### src/rtl/imem_arbiter_if.sv
// Bus bundle between the fetch/debug requesters, the imem_arbiter and the
// instruction memory read port. The slave modport is the arbiter's view.
interface imem_arbiter_if;
    localparam int unsigned ADDR_W = 15;
    localparam int unsigned DATA_W = 48;

    // Port A: instruction fetch
    logic              i_a_req;
    logic [ADDR_W-1:0] i_a_addr;
    logic [DATA_W-1:0] o_a_data;
    logic              o_a_ack;

    // Port B: debug / loader
    logic              i_b_req;
    logic [ADDR_W-1:0] i_b_addr;
    logic [DATA_W-1:0] o_b_data;
    logic              o_b_ack;

    // Memory read port
    logic [ADDR_W-1:0] o_mem_addr;
    logic              o_mem_read;
    logic [DATA_W-1:0] i_mem_data;
    logic              i_mem_done;

    modport slave (
        input  i_a_req, i_a_addr, i_b_req, i_b_addr, i_mem_data, i_mem_done,
        output o_a_data, o_a_ack, o_b_data, o_b_ack, o_mem_addr, o_mem_read
    );

    modport master (
        output i_a_req, i_a_addr, i_b_req, i_b_addr, i_mem_data, i_mem_done,
        input  o_a_data, o_a_ack, o_b_data, o_b_ack, o_mem_addr, o_mem_read
    );
endinterface

### src/rtl/imem_arbiter.sv
// Two-port arbiter/sequencer for the 32K x 48 instruction memory read port.
// Port A (fetch) and port B (debug/loader) share one level-sensitive
// read/done memory. Tie-break: fixed priority to A by default; define
// IMEM_ARB_RR_EN for round-robin (grant the port not granted last).
module imem_arbiter (
    input  logic          clk,
    input  logic          reset_n,
    imem_arbiter_if.slave bus
);
    localparam int unsigned ADDR_W = 15;
    localparam int unsigned DATA_W = 48;

    typedef enum logic [1:0] {
        ST_IDLE    = 2'd0,
        ST_WAIT    = 2'd1,
        ST_RELEASE = 2'd2
    } state_e;

    state_e            state_q, state_d;
    logic [ADDR_W-1:0] mem_addr_q, mem_addr_d;
    logic              mem_read_q, mem_read_d;
    logic              owner_b_q, owner_b_d;
    logic [DATA_W-1:0] a_data_q, a_data_d;
    logic [DATA_W-1:0] b_data_q, b_data_d;
    logic              a_ack_q, a_ack_d;
    logic              b_ack_q, b_ack_d;
    logic              grant_c;
    logic              pick_b_c;

`ifdef IMEM_ARB_RR_EN
    logic last_b_q, last_b_d;

    // Round-robin pick: B wins a tie only if A was granted last
    always_comb begin
        pick_b_c = bus.i_b_req & (~bus.i_a_req | ~last_b_q);
    end

    // Pointer follows every grant
    always_comb begin
        last_b_d = last_b_q;
        if (grant_c) begin
            last_b_d = pick_b_c;
        end
    end

    // Pointer register; reset leaves it at "B granted last" so A wins the first tie
    always_ff @(posedge clk or negedge reset_n) begin
        if (!reset_n) begin
            last_b_q <= 1'b1;
        end else begin
            last_b_q <= last_b_d;
        end
    end
`else
    // Fixed priority: A always wins a tie
    always_comb begin
        pick_b_c = bus.i_b_req & ~bus.i_a_req;
    end
`endif

    // Next-state and output logic for the read/done sequencer
    always_comb begin
        state_d    = state_q;
        mem_addr_d = mem_addr_q;
        mem_read_d = mem_read_q;
        owner_b_d  = owner_b_q;
        a_data_d   = a_data_q;
        b_data_d   = b_data_q;
        a_ack_d    = 1'b0;
        b_ack_d    = 1'b0;
        grant_c    = 1'b0;

        case (state_q)
            ST_WAIT: begin
                if (bus.i_mem_done) begin
                    if (owner_b_q) begin
                        b_data_d = bus.i_mem_data;
                        b_ack_d  = 1'b1;
                    end else begin
                        a_data_d = bus.i_mem_data;
                        a_ack_d  = 1'b1;
                    end
                    mem_read_d = 1'b0;
                    state_d    = ST_RELEASE;
                end
            end
            ST_RELEASE: begin
                // Done must be seen low before a new read; then behave as IDLE
                if (!bus.i_mem_done) begin
                    state_d = ST_IDLE;
                    grant_c = bus.i_a_req | bus.i_b_req;
                end
            end
            default: begin
                grant_c = bus.i_a_req | bus.i_b_req;
            end
        endcase

        if (grant_c) begin
            owner_b_d  = pick_b_c;
            mem_addr_d = pick_b_c ? bus.i_b_addr : bus.i_a_addr;
            mem_read_d = 1'b1;
            state_d    = ST_WAIT;
        end
    end

    // State and output registers; reset parks in RELEASE to ignore a stale done
    always_ff @(posedge clk or negedge reset_n) begin
        if (!reset_n) begin
            state_q    <= ST_RELEASE;
            mem_addr_q <= '0;
            mem_read_q <= 1'b0;
            owner_b_q  <= 1'b0;
            a_data_q   <= '0;
            b_data_q   <= '0;
            a_ack_q    <= 1'b0;
            b_ack_q    <= 1'b0;
        end else begin
            state_q    <= state_d;
            mem_addr_q <= mem_addr_d;
            mem_read_q <= mem_read_d;
            owner_b_q  <= owner_b_d;
            a_data_q   <= a_data_d;
            b_data_q   <= b_data_d;
            a_ack_q    <= a_ack_d;
            b_ack_q    <= b_ack_d;
        end
    end

    assign bus.o_mem_addr = mem_addr_q;
    assign bus.o_mem_read = mem_read_q;
    assign bus.o_a_data   = a_data_q;
    assign bus.o_a_ack    = a_ack_q;
    assign bus.o_b_data   = b_data_q;
    assign bus.o_b_ack    = b_ack_q;

endmodule

### src/flat_wrapper.sv
// flat-port wrapper written by rule: the top's interface ports become plain ports
module imem_arbiter_flat 
  (clk, reset_n, bus_i_a_req, bus_i_a_addr, bus_i_b_req, bus_i_b_addr, bus_i_mem_data, bus_i_mem_done, bus_o_a_data, bus_o_a_ack, bus_o_b_data, bus_o_b_ack, bus_o_mem_addr, bus_o_mem_read);
  imem_arbiter_if bus_i ();
  input  logic clk;
  input  logic reset_n;
  input wire logic [$bits(bus_i.i_a_req)-1:0] bus_i_a_req;
  input wire logic [$bits(bus_i.i_a_addr)-1:0] bus_i_a_addr;
  input wire logic [$bits(bus_i.i_b_req)-1:0] bus_i_b_req;
  input wire logic [$bits(bus_i.i_b_addr)-1:0] bus_i_b_addr;
  input wire logic [$bits(bus_i.i_mem_data)-1:0] bus_i_mem_data;
  input wire logic [$bits(bus_i.i_mem_done)-1:0] bus_i_mem_done;
  output wire logic [$bits(bus_i.o_a_data)-1:0] bus_o_a_data;
  output wire logic [$bits(bus_i.o_a_ack)-1:0] bus_o_a_ack;
  output wire logic [$bits(bus_i.o_b_data)-1:0] bus_o_b_data;
  output wire logic [$bits(bus_i.o_b_ack)-1:0] bus_o_b_ack;
  output wire logic [$bits(bus_i.o_mem_addr)-1:0] bus_o_mem_addr;
  output wire logic [$bits(bus_i.o_mem_read)-1:0] bus_o_mem_read;
  assign bus_i.i_a_req = bus_i_a_req;
  assign bus_i.i_a_addr = bus_i_a_addr;
  assign bus_i.i_b_req = bus_i_b_req;
  assign bus_i.i_b_addr = bus_i_b_addr;
  assign bus_i.i_mem_data = bus_i_mem_data;
  assign bus_i.i_mem_done = bus_i_mem_done;
  assign bus_o_a_data = bus_i.o_a_data;
  assign bus_o_a_ack = bus_i.o_a_ack;
  assign bus_o_b_data = bus_i.o_b_data;
  assign bus_o_b_ack = bus_i.o_b_ack;
  assign bus_o_mem_addr = bus_i.o_mem_addr;
  assign bus_o_mem_read = bus_i.o_mem_read;
  imem_arbiter u_core (.clk(clk), .reset_n(reset_n), .bus(bus_i));
endmodule
### config.mk
export PLATFORM = sky130hd
export DESIGN_NAME = imem_arbiter_flat
export DESIGN_NICKNAME = d
export VERILOG_FILES = /design/src/rtl/imem_arbiter_if.sv /design/src/rtl/imem_arbiter.sv /design/src/flat_wrapper.sv
export SDC_FILE = /design/constraint.sdc
export NUM_CORES = 1
export LEC_CHECK = 0
export ABC_AREA = 0
export ABC_CLOCK_PERIOD_IN_PS = 2300
export CAP_MARGIN = 20
export CORE_UTILIZATION = 43
export DETAILED_ROUTE_END_ITERATION = 16
export PLACE_DENSITY = 0.8
export SLEW_MARGIN = 20
export SYNTH_ARGS = -nofsm -noshare
export SYNTH_HDL_FRONTEND = slang
export SYNTH_SLANG_ARGS = --single-unit
### constraint.sdc
create_clock -name clk -period 2.3 [get_ports clk]
set_input_delay 0.575 -clock clk [delete_from_list [all_inputs] [get_ports clk]]
set_output_delay 0.575 -clock clk [all_outputs]
set_load 0.02 [all_outputs]
==> impl_metrics.json, run 1 <==
{
  "path_cells": "clkdlybuf4s50_1",
  "worst_pin_slew_ps": 478,
  "clk_path_buf_depth": 2,
  "num_rows": 38,
  "postCtsSetupRepairBufs": 0,
  "synthTopCellsByArea": "dfrtp_1 61%, mux2_2 22%, mux2_4 9.2%",
  "slowest_stage": "clkdlybuf4s50_1",
  "gp_congestion": 0.787,
  "core-area_um2": 10800,
  "synth_area_leader_cell": "dfrtp_1",
  "initial_core_util_pct": 44.0,
  "syn_nets": 369,
  "clock_latency_ps": 500,
  "maxCapViolCount": 0,
  "syn2layout_area_growth_pct": 58.4,
  "setup_viol": 0,
  "n_antenna_cell": 0,
  "cts_resized": 0,
  "wl_um": 11000,
  "fin_setup_tns_ps": 0,
  "ys_seq_area_share_pct": 61.6,
  "nNetsFinal": 582,
  "grt_max_degree": 51,
  "syn_area_um2": 4750,
  "fin_cells": 648,
  "rsz0062_at_grt": "no",
  "io_pins": 197,
  "r2r_cells": 5,
  "hold_class": "in2async",
  "cp.required_ps": 1730,
  "cpLargestDelayFamily": "buffers and inverters",
  "cpPeakStageDelay_ps": 640,
  "hpwlAfterDp_um": 7860,
  "die_h_um": 107,
  "synthCells": 284,
  "firstDrtPassIters": 4,
  "worstPathMaxFanout": 2,
  "grt.overflow.total": 0,
  "worstSetupEndpointType": "output port",
  "grt_pass1_wl_um": 17600,
  "fp.dieArea_um2": 11500,
  "cts_hold_buf": 0,
  "ys_warn_count": 0,
  "critPathBufInv": 1,
  "r2r_end": "u_core.bus.o_b_data[26]",
  "htreeDepth": 4,
  "reg2reg_slack_ps": 550,
  "io_buffer_count": 196,
  "fmax_mhz": 485,
  "peakVddDrop_v": 0.000804,
  "first_global_vias": 3537,
  "layout_min_cycle_time_ps": 2060,
  "place_inst": 618,
  "p_per_area_nw_per_um2": 1590,
  "cts_inserted_buffers": 17,
  "die_x_um": 107,
  "slew_violations": 0,
  "ys_ff_latch": 117,
  "skew_ps": 9.00,
  "antenna_found_initial": 0,
  "r2r_start": "u_core.state_q[1]",
  "start_kind": "flip-flop",
  "clk_pin_slew_worst_paths_ps": 50,
  "cts_sinks": 117,
  "root_buffer": "clkbuf_8",
  "arrival_ps": 1490,
  "initialDrtViolationCount": 120,
  "slew_headroom_pct": 68.1,
  "via_per_inst": 4.92,
  "outcome": "finished clean",
  "finalHoldViolations": 0,
  "cts_tree": "built",
  "synth.distinct_cells": 25,
  "drcViolationCount": 0,
  "wl_per_cell_um": 16.9,
  "crit_type": "reg2out",
  "drtAntennaViolNets": 0,
  "synth_top_area_share_pct": 61.1,
  "avgSynthCellArea_um2": 16.7,
  "drive_gt1_share_pct": 32.9,
  "num_vias": 3188,
  "leakagePower_nw": 3.25,
  "grt_util_all_layers_pct": 20.4,
  "finalCritPeriodShare_pct": 89.7
}
[cell usage after synthesis (all sizes together)]
master  number
a22oi        1
mux2       126
a21o         1
ha           2
dfstp        1
nor2b        3
nand2        3
nand3        2
nor2         1
o21a         1
a221oi       1
a21oi        1
buf         12
dfrtp      116
nand2b       2
o211ai       1
o311ai       1
o21ai        3
clkinv       1
inv          5
[state kept, by name, indices dropped and copies added, names as in the netlist]
register and flops:
u_core.bus.o_a_data 48, u_core.bus.o_b_data 48, u_core.bus.o_mem_addr 15, u_core.state_q 2, u_core.bus.o_a_ack 1, u_core.bus.o_b_ack 1
u_core.bus.o_mem_read 1, u_core.owner_b_q 1
[through the flow]
step           worst slack [ps]  area [µm²]  power [W]  hold WS (ps)  util [%]
2_1_floorplan               631        4750    0.00673           279         -
3_3_place_gp                110        6940    0.00927           461      64.3
3_5_place_dp               74.6        6940    0.00946           469      64.3
4_1_cts                     204        7530     0.0121          36.2      69.8
5_1_grt                     166        7530     0.0126          60.8      69.8
6_report                    238        7530     0.0120          39.5      69.8
[how the worst max path moves through the flow]
stage	from	endpoint	depth (start not counted)
after global routing	u_core.bus.o_mem_addr[1]	bus_o_mem_addr[1]	1
after floorplan	u_core.state_q[1]	u_core.bus.o_mem_addr[10]	5
after detailed placement	bus_i_b_req	u_core.bus.o_mem_addr[3]	5
after CTS	u_core.bus.o_b_data[7]	bus_o_b_data[7]	1
final	u_core.bus.o_b_data[7]	bus_o_b_data[7]	1
after global placement	bus_i_b_req	u_core.bus.o_mem_addr[14]	5
[report_power, final]
group | switching (W) | internal (W) | total, W
logic | 0.00255 | 0.00316 | 0.00571
clock network | 0.000868 | 0.00172 | 0.00258
registers | 0.000551 | 0.00313 | 0.00368
total | 0.00397 | 0.00800 | 0.0120
[placed cells by master, fill, tap and decap left out]
master / synthesis / final
a21o_1: 1 / 1
a21oi_4: 1 / 1
a221oi_1: 1 / 1
a22oi_1: 1 / 1
buf_12: 0 / 6
buf_4: 4 / 5
bufinv_16: 0 / 3
clkbuf_1: 0 / 1
clkbuf_16: 0 / 16
clkbuf_8: 0 / 4
clkdlybuf4s50_1: 0 / 195
clkinv_2: 1 / 4
clkinvlp_4: 0 / 3
dfrtp_1: 116 / 116
dfstp_2: 1 / 1
ha_1: 2 / 2
inv_1: 5 / 5
mux2_1: 5 / 5
mux2_2: 92 / 92
mux2_4: 29 / 29
nand2_1: 3 / 3
nand2b_1: 1 / 1
nand2b_4: 1 / 1
nand3_2: 2 / 2
nor2_1: 1 / 1
nor2b_1: 3 / 3
o211ai_1: 1 / 1
o21a_1: 1 / 1
o21ai_0: 3 / 3
o311ai_0: 1 / 1
[cell families (layout without fill, tap and decap cells)]
logic type	count (synthesis)	after routing	share of synthesized area [%]
AO/OA/AOI/OAI	10	10	1.66
adder cells (fa/ha/maj)	2	2	0.526
buffers and inverters	18	242	2.50
flip-flops	117	117	61.6
multiplexers	126	126	32.1
AND/OR/NAND/NOR	11	11	1.55
[per-layer routing]
layer	share of wire (%)	global-route usage, %
met1	39	23.0
met2	52	35.7
met3	6.3	5.90
met4	2.3	9.30
met5	0	0
[layout make-up]
type	count	area, µm²
clock buffer	21	459
inverter	6	23.8
tap	140	175
clock inverter	9	128
timing repair buffer	206	2110
sequential	117	2930
multi-input combinational	149	1710
fill	772	3260
No activity file was read; power rests on OpenSTA's default activity.
==> run 2, diff against run 1 <==
--- a/config.mk
+++ b/config.mk
@@ -6,12 +6,11 @@
 export NUM_CORES = 1
 export LEC_CHECK = 0
 export ABC_AREA = 0
-export ABC_CLOCK_PERIOD_IN_PS = 2300
-export CAP_MARGIN = 20
-export CORE_UTILIZATION = 43
+export ABC_CLOCK_PERIOD_IN_PS = 2500
+export CAP_MARGIN = 15
+export CORE_UTILIZATION = 46
 export DETAILED_ROUTE_END_ITERATION = 16
-export PLACE_DENSITY = 0.8
-export SLEW_MARGIN = 20
+export PLACE_DENSITY = 0.85
 export SYNTH_ARGS = -nofsm -noshare
 export SYNTH_HDL_FRONTEND = slang
 export SYNTH_SLANG_ARGS = --single-unit
==> constraint.sdc (replaced) <==
create_clock -name clk -period 2.5 [get_ports clk]
set_input_delay 0.625 -clock clk [delete_from_list [all_inputs] [get_ports clk]]
set_output_delay 0.625 -clock clk [all_outputs]
set_load 0.02 [all_outputs]
==> run 2 against run 1 <==
Compared with the run above:
- setup slack improved by 140 ps
- global-route usage increased by 1.6 points
- sequential power decreased by 8.2%
- routed wire length increased by 2.4%
- final cell count decreased by 0.93%
- non-clock buffer count decreased by 1
- via count about the same
- critical path type unchanged
- largest cell class unchanged
==> impl_metrics.json, run 2 (synthesis gave the netlist of run 1 again) <==
{
  "outcome": "finished clean",
  "cp.required_ps": 1880,
  "cpPeakStageDelay_ps": 640,
  "grt_max_degree": 46,
  "crit_type": "reg2out",
  "firstDrtPassIters": 4,
  "io_pins": 197,
  "cpLargestDelayFamily": "buffers and inverters",
  "cts_hold_buf": 0,
  "clock_latency_ps": 490,
  "whs_ps": 83.3,
  "wl_per_cell_um": 17.5,
  "nNetsFinal": 581,
  "worstSetupEndpointType": "output port",
  "layout_common_cells": "195 x clkdlybuf4s50_1, 116 x dfrtp_1, 92 x mux2_2, 29 x mux2_4, 16 x clkbuf_16",
  "via_per_inst": 4.97,
  "reg2reg_slack_ps": 710,
  "hpwlAfterDp_um": 8000,
  "setup_viol": 0,
  "antenna_found_initial": 0,
  "cts_sinks": 117,
  "worst_pin_slew_ps": 463,
  "root_buffer": "clkbuf_8",
  "layout_min_cycle_time_ps": 2120,
  "num_vias": 3191,
  "peakVddDrop_v": 0.000761,
  "finalHoldViolations": 0,
  "fp.dieArea_um2": 10700,
  "postCtsSetupRepairBufs": 0,
  "fmax_mhz": 472,
  "first_global_vias": 3535,
  "finalCritPeriodShare_pct": 84.7,
  "io_buffer_count": 196,
  "slew_violations": 0,
  "cts_inserted_buffers": 17,
  "maxCapViolCount": 0,
  "n_antenna_cell": 0,
  "grt_util_all_layers_pct": 22.0,
  "core-area_um2": 9910,
  "grt.overflow.total": 0,
  "start_kind": "flip-flop",
  "initialDrtViolationCount": 93,
  "arrival_ps": 1490,
  "p_per_area_nw_per_um2": 1470,
  "gp_congestion": 0.748,
  "die_h_um": 104,
  "drcViolationCount": 0,
  "num_rows": 36,
  "cts_tree": "built",
  "grt_pass1_wl_um": 18400,
  "skew_ps": 8.39,
  "syn2layout_area_growth_pct": 58.2,
  "hold_class": "in2async",
  "drtAntennaViolNets": 0,
  "slew_headroom_pct": 68.7,
  "die_x_um": 104,
  "leakagePower_nw": 3.23,
  "fill_cells": 595,
  "worstPathMaxFanout": 2,
  "fin_setup_tns_ps": 0,
  "r2r_cells": 5,
  "slowest_stage": "clkdlybuf4s50_1",
  "r2r_start": "u_core.state_q[1]",
  "r2r_end": "u_core.bus.o_b_data[36]",
  "critPathLaunch": "u_core.bus.o_a_data[30]",
  "initial_core_util_pct": 48.0,
  "clk_path_buf_depth": 2,
  "htreeDepth": 4,
  "wl_um": 11200,
  "final_common_cell": "clkdlybuf4s50_1",
  "drive_gt1_share_pct": 33.0,
  "rsz0062_at_grt": "no",
  "crit_cells": 1,
  "clk_pin_slew_worst_paths_ps": 60,
  "cts_resized": 0,
  "path_cells": "clkdlybuf4s50_1",
  "critPathBufInv": 1
}
-- run 2: worst register-to-register path: cells and delay by family (launching register included) --
family,cells,cell delay [ps]
buf+inv,2,350
mux,1,410
flops,1,540
fa+ha+maj,1,240
simple gates,1,140
-- run 2: per-stage QoR --
| stage | total power [W] | util, % | instances | instance area, µm² | setup slack, ps |
|---|---|---|---|---|---|
| after global routing | 0.0115 | 75.9 | 642 | 7520 | 332 |
| after global placement | 0.00857 | 70.1 | 610 | 6940 | 289 |
| final | 0.0110 | 75.9 | 642 | 7520 | 382 |
| after floorplan | 0.00619 | - | 284 | 4750 | 781 |
| after detailed placement | 0.00874 | 70.1 | 610 | 6940 | 257 |
| after CTS | 0.0111 | 75.9 | 642 | 7520 | 363 |
-- run 2: final cells by class --
cell class / instances / area, µm² / share of cell area (%)
Tap cell: 133 / 166 / 2.21
Multi-Input combinational cell: 149 / 1710 / 22.7
Clock buffer: 19 / 422 / 5.61
Timing Repair Buffer: 205 / 2110 / 28.1
Sequential cell: 117 / 2930 / 39.0
Inverter: 6 / 23.8 / 0.316
Clock inverter: 13 / 156 / 2.08
-- run 2: layer usage --
metal,up-vias,GRT usage [%],wire [µm]
li1,1439,-,-
met5,-,0,0
met3,14,5.66,556
met1,1614,25.6,4450
met4,0,8.98,215
met2,124,38.7,6000
-- run 2: worst max path at each step --
stage          slack [ps]                         to
5_1_grt               330           bus_o_a_data[30]
2_1_floorplan         780  u_core.bus.o_mem_addr[10]
4_1_cts               360           bus_o_b_data[47]
6_report              380           bus_o_a_data[30]
3_3_place_gp          290   u_core.bus.o_mem_addr[2]
3_5_place_dp          260   u_core.bus.o_mem_addr[1]
-- run 2: power breakdown --
group | total [W] | internal, W | switching (W)
clock | 0.00235 | 0.00151 | 0.000836
sequential | 0.00338 | 0.00288 | 0.000504
combinational | 0.00531 | 0.00292 | 0.00238
